--- src/rtl/multi_block_controller.sv ---
// Platform row manager for the jump game: fills the row on init, then scrolls, shifts and
// spawns a new platform on each reload, handshaking with the main FSM through reload_done.
module multi_block_controller #(
   parameter int NUM_BLOCKS  = 4,
   parameter int XW          = 32,
   parameter int RAND_W      = 7,
   parameter int X_HOME      = 100,
   parameter int GAP_MIN     = 80,
   parameter int SCROLL_STEP = 4,
   parameter logic [2:0] ST_INIT   = 3'd0,
   parameter logic [2:0] ST_RELOAD = 3'd3
) (
   input  logic                       clk_machine,
   input  logic                       rst_machine,
   input  logic [2:0]                 state,
   input  logic [RAND_W-1:0]          random,
   output logic [NUM_BLOCKS*XW-1:0]   o_x_block,
   output logic [NUM_BLOCKS-1:0]      o_en_block,
   output logic                       reload_done,
   output logic                       busy
);

   localparam int IDXW = (NUM_BLOCKS > 2) ? $clog2(NUM_BLOCKS) : 1;

   typedef enum logic [2:0] {IDLE, FILL, SCROLL, SHIFT, DONE} fsm_t;

   fsm_t                  fsm_q, fsm_d;
   logic [2:0]            state_q, trig_q, trig_d;
   logic [IDXW-1:0]       idx_q, idx_d;
   logic [XW-1:0]         rem_q, rem_d, rem_init, step;
   logic [XW-1:0]         x_q [NUM_BLOCKS];
   logic [XW-1:0]         x_d [NUM_BLOCKS];
   logic [NUM_BLOCKS-1:0] en_q, en_d;
   logic                  done_q, done_d, busy_d;
   logic                  start_init, start_reload;

   function automatic logic [XW-1:0] sat_add(input logic [XW-1:0] a, input logic [RAND_W-1:0] r);
      logic [XW:0] s;
      s = {1'b0, a} + (XW+1)'(GAP_MIN) + (XW+1)'(r);
      return s[XW] ? {XW{1'b1}} : s[XW-1:0];
   endfunction

   function automatic logic [XW-1:0] sat_sub(input logic [XW-1:0] a, input logic [XW-1:0] b);
      return (a > b) ? (a - b) : '0;
   endfunction

   assign start_init   = (state == ST_INIT)   && (state_q != ST_INIT);
   assign start_reload = (state == ST_RELOAD) && (state_q != ST_RELOAD);
   assign rem_init     = sat_sub(x_q[1], XW'(X_HOME));
   assign step         = (rem_q < XW'(SCROLL_STEP)) ? rem_q : XW'(SCROLL_STEP);

   always_comb begin
      fsm_d  = fsm_q;
      trig_d = trig_q;
      idx_d  = idx_q;
      rem_d  = rem_q;
      x_d    = x_q;
      en_d   = en_q;
      done_d = done_q;
      case (fsm_q)
         IDLE: begin
            if (start_init) begin
               fsm_d  = FILL;
               trig_d = ST_INIT;
               idx_d  = IDXW'(1);
               x_d[0] = XW'(X_HOME);
               en_d   = NUM_BLOCKS'(1);
            end else if (start_reload) begin
               // A row whose next platform is already at or left of home skips scrolling.
               trig_d = ST_RELOAD;
               rem_d  = rem_init;
               fsm_d  = (rem_init == '0) ? SHIFT : SCROLL;
            end
         end
         FILL: begin
            x_d[idx_q]  = sat_add(x_q[idx_q - IDXW'(1)], random);
            en_d[idx_q] = 1'b1;
            idx_d       = idx_q + IDXW'(1);
            if (idx_q == IDXW'(NUM_BLOCKS-1)) begin
               fsm_d  = DONE;
               done_d = (state == trig_q);
            end
         end
         SCROLL: begin
            if (rem_q == '0) begin
               fsm_d = SHIFT;
            end else begin
               for (int i = 0; i < NUM_BLOCKS; i++) begin
                  if (en_q[i]) x_d[i] = sat_sub(x_q[i], step);
               end
               rem_d = rem_q - step;
               if (rem_q == step) fsm_d = SHIFT;
            end
         end
         SHIFT: begin
            for (int i = 0; i < NUM_BLOCKS-1; i++) begin
               x_d[i]  = x_q[i+1];
               en_d[i] = en_q[i+1];
            end
            x_d[NUM_BLOCKS-1]  = sat_add(x_q[NUM_BLOCKS-1], random);
            en_d[NUM_BLOCKS-1] = 1'b1;
            fsm_d  = DONE;
            done_d = (state == trig_q);
         end
         DONE: begin
            // An aborted sequence arrives here with the state already changed and leaves at once.
            if (state != trig_q) begin
               fsm_d  = IDLE;
               done_d = 1'b0;
            end else begin
               done_d = 1'b1;
            end
         end
         default: fsm_d = IDLE;
      endcase
   end

   assign busy_d = (fsm_d == FILL) || (fsm_d == SCROLL) || (fsm_d == SHIFT);

   always_ff @(posedge clk_machine or posedge rst_machine) begin
      if (rst_machine) begin
         fsm_q   <= IDLE;
         state_q <= '0;
         trig_q  <= '0;
         idx_q   <= '0;
         rem_q   <= '0;
         for (int i = 0; i < NUM_BLOCKS; i++) x_q[i] <= (i == 0) ? XW'(X_HOME) : '0;
         en_q    <= NUM_BLOCKS'(1);
         done_q  <= 1'b0;
         busy    <= 1'b0;
      end else begin
         fsm_q   <= fsm_d;
         state_q <= state;
         trig_q  <= trig_d;
         idx_q   <= idx_d;
         rem_q   <= rem_d;
         x_q     <= x_d;
         en_q    <= en_d;
         done_q  <= done_d;
         busy    <= busy_d;
      end
   end

   always_comb begin
      o_x_block = '0;
      for (int i = 0; i < NUM_BLOCKS; i++) o_x_block[i*XW +: XW] = x_q[i];
   end

   assign o_en_block  = en_q;
   assign reload_done = done_q;

endmodule

--- config.mk ---
export PLATFORM = sky130hd
export DESIGN_NAME = multi_block_controller
export DESIGN_NICKNAME = d
export VERILOG_FILES = /design/src/rtl/multi_block_controller.sv
export SDC_FILE = /design/constraint.sdc
export NUM_CORES = 1
export LEC_CHECK = 0
export BUFFER_PORTS_ARGS = -buffer_cell sky130_fd_sc_hd__clkbuf_2
export CAP_MARGIN = 20
export CORE_MARGIN = 2
export CORE_UTILIZATION = 55
export DETAILED_ROUTE_END_ITERATION = 8
export GPL_ROUTABILITY_DRIVEN = 0
export PLACE_DENSITY_LB_ADDON = 0.12
export SYNTH_ARGS = -nofsm -noshare
export SYNTH_HDL_FRONTEND = slang
export SYNTH_SLANG_ARGS = --single-unit
--- constraint.sdc ---
create_clock -name clk_machine -period 6.61 [get_ports clk_machine]
set_input_delay 1.322 -clock clk_machine [delete_from_list [all_inputs] [get_ports clk_machine]]
set_output_delay 1.322 -clock clk_machine [all_outputs]
set_load 0.02 [all_outputs]
==> out/metrics.yaml, run 1 <==
antenna_found_initial: 1
slowest_stage: "or4_1"
met1_usage_pct: 51.2
fillCellCount: 3314
timing.max_cap.violations: 0
startpoint_type: "register"
synthFlopType: "dfrtp_1"
layout.nets: 2854
die_w_microns: 194
status: "finished, final reports clean"
syn_inst: 2510
timing.rr.start: "rem_q[8]$_DFFE_PP0P_"
startpoint: "rem_q[8]$_DFFE_PP0P_"
post-cts-setup-buffers: 0
worst_slew_pin_slew_ns: 1.04
wl_microns: 72900
vias: 21797
setup_tns_ns: 0
port_buffers: 145
drt-initial-drc-count: 2610
synth_edf_count: 0
h-tree-depth: 4
maxSlewViolCount: 0
path_class: "register to register"
hold_violations: 0
drive_gt1_share_pct: 10.8
io_pins: 146
ys_seq_area_share_pct: 22.2
switching_power_mw: 7.06
cts_made_buffers: 17
design.core.area_sq_um: 35500
min_period_ns: 5.76
grt_first_pass_wirelength_microns: 114000
synth_area_sq_um: 19800
synthDistinctLibCells: 99
final_cells: 3145
min_period_over_period_pct: 87.1
tritoncts: "yes"
rows: 69
grt_pass1_vias: 20031
skew_ns: 0.0135
overflow: 0
finalSetupViolCount: 0
dieArea_sq_um: 37500
pwr_density_cell_nw_per_um2: 567
top_usage_layer: "met2"
diodes: 0
hold_buffers: 0
cts_buffer_depth: 2
syn_to_final_growth_pct: 9.69
grt_max_degree: 65
drt-vias-per-instance: 6.93
placed_cells: 3113
grtUsageMet3_pct: 6.21
max_freq_mhz: 174
dpl.hpwl_microns: 55700
slew_headroom_pct: 30.3
hold_class: "register to register"
critPathBufInv: 0
pwr-share-comb_pct: 69.3
cp_max_fo: 8
drt_first_pass_iters: 7
p_seq_share_pct: 22.0
end_kind: "register"
crit_chain: "or4_1, nor4b_4, nand4b_2, nor2_2, nand2_1, ha_1, nor2b_1, o31a_1, o21ai_0, o21ai_0, o311a_1, o41ai_1, mux2_2, nand3_1, a21oi_1"
drc_errors: 0
gr-usage-all-layers_pct: 38.0
crit_required_ns: 6.97
start_util_pct: 55.7
synthArstFlopShare_pct: 100
syn_avg_cell_area_sq_um: 7.88
crit_family: "simple AND/OR/NAND/NOR gates"
worst_path_largest_cell_delay_ns: 0.60
p_int_mw: 5.25
drtAntennaViolNets: 0
arrival_ns: 6.11
ys_warn_count: 0
clk_pin_slew_ns: 0.08
swShare_pct: 57.4
hold_path.startpoint: "rem_q[20]$_DFFE_PP0P_"
clockRootBuffer: "clkbuf_16"
cts_sinks: 175
path_common_cell: "o21ai_0"
clockPowerShare_pct: 8.7
rsz0062_at_grt: "no"
worstSkewPairLatency_ns: 0.48
p_leak_nw: 9.57
ir_drop_mv: 0.435
ys_ff_latch: 175
gr-usage-met2_pct: 58.8
ctsResizeCount: 0
wl_per_cell_microns: 23.2
die_h_microns: 194
==> power by group through the flow <==
| stage | clock network, mW | logic (mW) | registers [mW] |
|---|---|---|---|
| finish | 1.07 | 8.53 | 2.71 |
| global route | 1.12 | 9.22 | 2.73 |
| CTS | 1.08 | 8.32 | 2.64 |
| detailed placement | 0 | 8.26 | 2.66 |
| global placement | 0 | 8.10 | 2.65 |
| floorplan | 0 | 5.93 | 2.46 |
==> cells in the final DEF, fill, tap and decap left out, drive strengths merged, types with 25 or more instances in the layout <==
cell    netlist  layout
a21oi       235     235
nor2        247     247
o21a         33      33
nand3        79      79
a211oi       29      29
nand4        46      46
a21o         64      64
dfrtp       171     171
a31oi        62      62
nand2       208     208
o21ai       215     215
mux4         32      32
inv          65      76
nand2b       31      31
xnor2        91      91
and3         31      31
conb          1     118
clkbuf      107     162
a221oi       40      40
ha          165     165
buf          38      25
nor3         62      62
xor2         56      56
==> path summary, 6_finish.rpt <==
kind	depth (start not counted)	slack (ns)	endpoint
max in group asynchronous	3	4.39	asynchronous set/reset pin
min reg2reg	1	0.50	rem_q[20]$_DFFE_PP0P_
min	1	0.50	rem_q[20]$_DFFE_PP0P_
max	15	0.85	register
min in group asynchronous	2	0.91	asynchronous set/reset pin
max reg2reg	15	0.85	register
==> metal layers <==
layer | part of all wire, % | vias up | wire length (microns)
li1 | - | 9764 | -
met1 | 40 | 10304 | 29100
met2 | 44 | 1435 | 31800
met3 | 11 | 292 | 7700
met4 | 5.9 | 2 | 4280
met5 | 0.016 | - | 12
==> through the flow <==
stage	power [mW]	area, sq um	hold WS (ns)	worst slack (ns)	util, %
6_report	12.3	21700	0.500	0.854	61.1
3_3_place_gp	10.7	21100	0.482	1.10	59.4
2_1_floorplan	8.40	20200	0.458	0.549	-
3_5_place_dp	10.9	21100	0.481	0.978	59.5
4_1_cts	12.0	21700	0.500	0.988	61.1
5_1_grt	13.1	21700	0.515	0.537	61.1
==> cell families (layout without fill, tap and decap cells) <==
kind of cell | after synthesis | in the layout | share of synthesized area (%)
simple gates | 844 | 844 | 21.1
xor+xnor | 147 | 147 | 6.51
flops | 175 | 175 | 22.2
buf+inv | 211 | 268 | 4.49
fa+ha+maj | 171 | 171 | 11.0
mux | 45 | 45 | 4.42
compound gates | 916 | 916 | 30.3
other cells | 1 | 118 | 0.0190
==> layout make-up <==
class	count	area (sq um)	area share (%)
multi-input cells	2241	15000	69.0
clock inverters	15	164	0.756
repair buffers	170	913	4.21
clock buffers	17	425	1.96
well taps	461	577	2.66
inverters	66	253	1.17
flip-flops and latches	175	4380	20.2
==> cell usage after synthesis (28+ instances only) <==
library cell | count | area share, %
a21oi_1 | 233 | 5.9
a31oi_1 | 61 | 1.9
xor2_1 | 56 | 2.5
nor3_1 | 62 | 1.6
o21ai_0 | 206 | 5.2
nand2b_1 | 31 | 0.98
o21a_1 | 33 | 1.3
xnor2_1 | 91 | 4.0
nand2_1 | 207 | 3.9
clkbuf_1 | 105 | 2.0
dfrtp_1 | 171 | 22
nand3_1 | 78 | 2.0
inv_1 | 65 | 1.2
nand4_1 | 45 | 1.4
and3_1 | 31 | 0.98
a221oi_1 | 40 | 1.8
ha_1 | 165 | 10
a21o_1 | 64 | 2.4
mux4_2 | 28 | 3.2
nor2_1 | 243 | 4.6
(Power assumes the default switching activity.)
==> run 2: changes to the inputs <==
--- a/config.mk
+++ b/config.mk
@@ -9,6 +9,7 @@
 export CAP_MARGIN = 20
 export CORE_MARGIN = 2
 export CORE_UTILIZATION = 55
+export CTS_BUF_LIST = sky130_fd_sc_hd__clkbuf_8
 export DETAILED_ROUTE_END_ITERATION = 8
 export GPL_ROUTABILITY_DRIVEN = 0
 export PLACE_DENSITY_LB_ADDON = 0.12
==> out/metrics.yaml, run 2 (synthesis gave the netlist of run 1 again) <==
diodes: 0  # unchanged
maxSlewViolCount: 0  # unchanged
design_area_sq_um: 21500  # -0.88%
power_mw: 12.0  # -2.2%
multi_input_area_sq_um: 15000  # unchanged
min_period_over_period_pct: 87.0  # about the same
worstSkewPairLatency_ns: 0.53  # +0.05 ns
max_freq_mhz: 174  # about the same
hold_ws_ns: 0.505  # +0.00480 ns
drc_errors: 0  # unchanged
ctsResizeCount: 0  # unchanged
slowest_stage: "or4_1"
layout.nets: 2854  # unchanged
clockRootBuffer: "clkbuf_8"
status: "finished, final reports clean"
place_ws_ns: 0.978  # unchanged
finalSetupViolCount: 0  # unchanged
cts_made_buffers: 17  # unchanged
cp_max_fo: 8  # unchanged
path_common_cell: "o21ai_0"
pwr_density_cell_nw_per_um2: 560  # -1.3%
grt_first_pass_wirelength_microns: 113000  # -0.47%
vias: 21762  # -0.16%
tritoncts: "yes"
overflow: 0  # unchanged
rows: 69  # unchanged
arrival_ns: 6.17  # +0.06 ns
die_w_microns: 194  # unchanged
end_kind: "register"
dpl_cell_area_sq_um: 21100  # unchanged
skew_ns: 0.0180  # +0.00445 ns
drt-initial-drc-count: 2592  # -0.69%
worst_slew_pin_slew_ns: 1.04  # -0.00121 ns
final_common_cell: "nor2_1"
path_class: "register to register"
placed_cells: 3113  # unchanged
drt_first_pass_iters: 8  # +1
hold_class: "register to register"
io_pins: 146  # unchanged
startpoint_type: "register"
cts_buffer_depth: 2  # unchanged
die_h_microns: 194  # unchanged
crit_required_ns: 7.02  # +0.05 ns
worst_path_largest_cell_delay_ns: 0.60  # about the same
design.core.area_sq_um: 35500  # unchanged
drive_gt1_share_pct: 10.8  # unchanged
h-tree-depth: 4  # unchanged
dpl.hpwl_microns: 55700  # unchanged
grt_pass1_vias: 19921  # -0.55%
wl_per_cell_microns: 23.1  # -0.49%
clk_pin_slew_ns: 0.11  # +0.03 ns
crit_chain: "or4_1, nor4b_4, nand4b_2, nor2_2, nand2_1, ha_1, nor2b_1, o31a_1, o21ai_0, o21ai_0, o311a_1, o41ai_1, mux2_2, nand3_1, a21oi_1"
timing.max_cap.violations: 0  # unchanged
min_period_ns: 5.75  # -0.00334 ns
hold_violations: 0  # unchanged
syn_to_final_growth_pct: 8.73
dieArea_sq_um: 37500  # unchanged
setup_ws_ns: 0.857  # +0.00334 ns
setup_tns_ns: 0  # unchanged
drtAntennaViolNets: 0  # unchanged
finalCoreUtilization_pct: 60.6  # -0.54 points
ir_drop_mv: 0.435  # +0.14%
antenna_found_initial: 1  # unchanged
cts_sinks: 175  # unchanged
gr-usage-all-layers_pct: 37.8  # -0.18 points
drt-vias-per-instance: 6.92  # -0.16%
p_leak_nw: 9.49  # -0.91%
port_buffers: 145  # unchanged
grt_max_degree: 65  # unchanged
wl_microns: 72600  # -0.49%
mostFrequentLayoutCells: "nor2_1 (242), a21oi_1 (231), nand2_1 (207)"
post-cts-setup-buffers: 0  # unchanged
rsz0062_at_grt: "no"
final_cells: 3145  # unchanged
start_util_pct: 55.7  # unchanged
register_area_sq_um: 4380  # unchanged
slew_headroom_pct: 29.5  # -0.73 points
fillCellCount: 3342  # +0.84%
hold_buffers: 0  # unchanged
-- run 2: cell counts in the layout (fill, tap and decap cells not counted) --
No cell type changed its count.
-- run 2: critical path: cells and delay by family, from the launching register on --
family	cells	cell delay (ns)
adders and majority gates	1	0.37
DFF	1	0.45
muxes	1	0.40
and+or+nand+nor	7	2.31
AOI/OAI and AO/OA	6	2.11
-- run 2: power breakdown --
group	total, mW	switching [mW]	internal, mW	leakage (nW)
Clock	0.813	0.494	0.318	0.202
Combinational	8.51	5.34	3.17	7.06
Sequential	2.71	1.17	1.53	2.22
Total	12.0	7.01	5.02	9.49
-- run 2: worst paths after layout --
path	from	endpoint	slack, ns	depth (start not counted)
min in group asynchronous	rst_machine	asynchronous set/reset pin	0.85	2
worst max register to register	rem_q[8]$_DFFE_PP0P_	register	0.86	15
worst max-delay path	rem_q[8]$_DFFE_PP0P_	register	0.86	15
worst min register to register	rem_q[11]$_DFFE_PP0P_	rem_q[11]$_DFFE_PP0P_	0.51	1
max in group asynchronous	rst_machine	asynchronous set/reset pin	4.46	3
worst min-delay path	rem_q[11]$_DFFE_PP0P_	rem_q[11]$_DFFE_PP0P_	0.51	1
-- run 2: area by class of cell --
cell class / count / area share, %
Inverter: 66 / 1.18
Tap cell: 461 / 2.68
Sequential cell: 175 / 20.4
Clock buffer: 17 / 1.09
Timing Repair Buffer: 170 / 4.25
Clock inverter: 15 / 0.762
Multi-Input combinational cell: 2241 / 69.7
-- run 2: routing by layer --
metal / GRT usage (%) / up-vias / part of all wire [%]
li1: - / 9752 / -
met1: 51.4 / 10382 / 41
met2: 58.7 / 1369 / 44
met3: 6.30 / 257 / 10
met4: 18.0 / 2 / 5.3
met5: 0 / - / 0.017
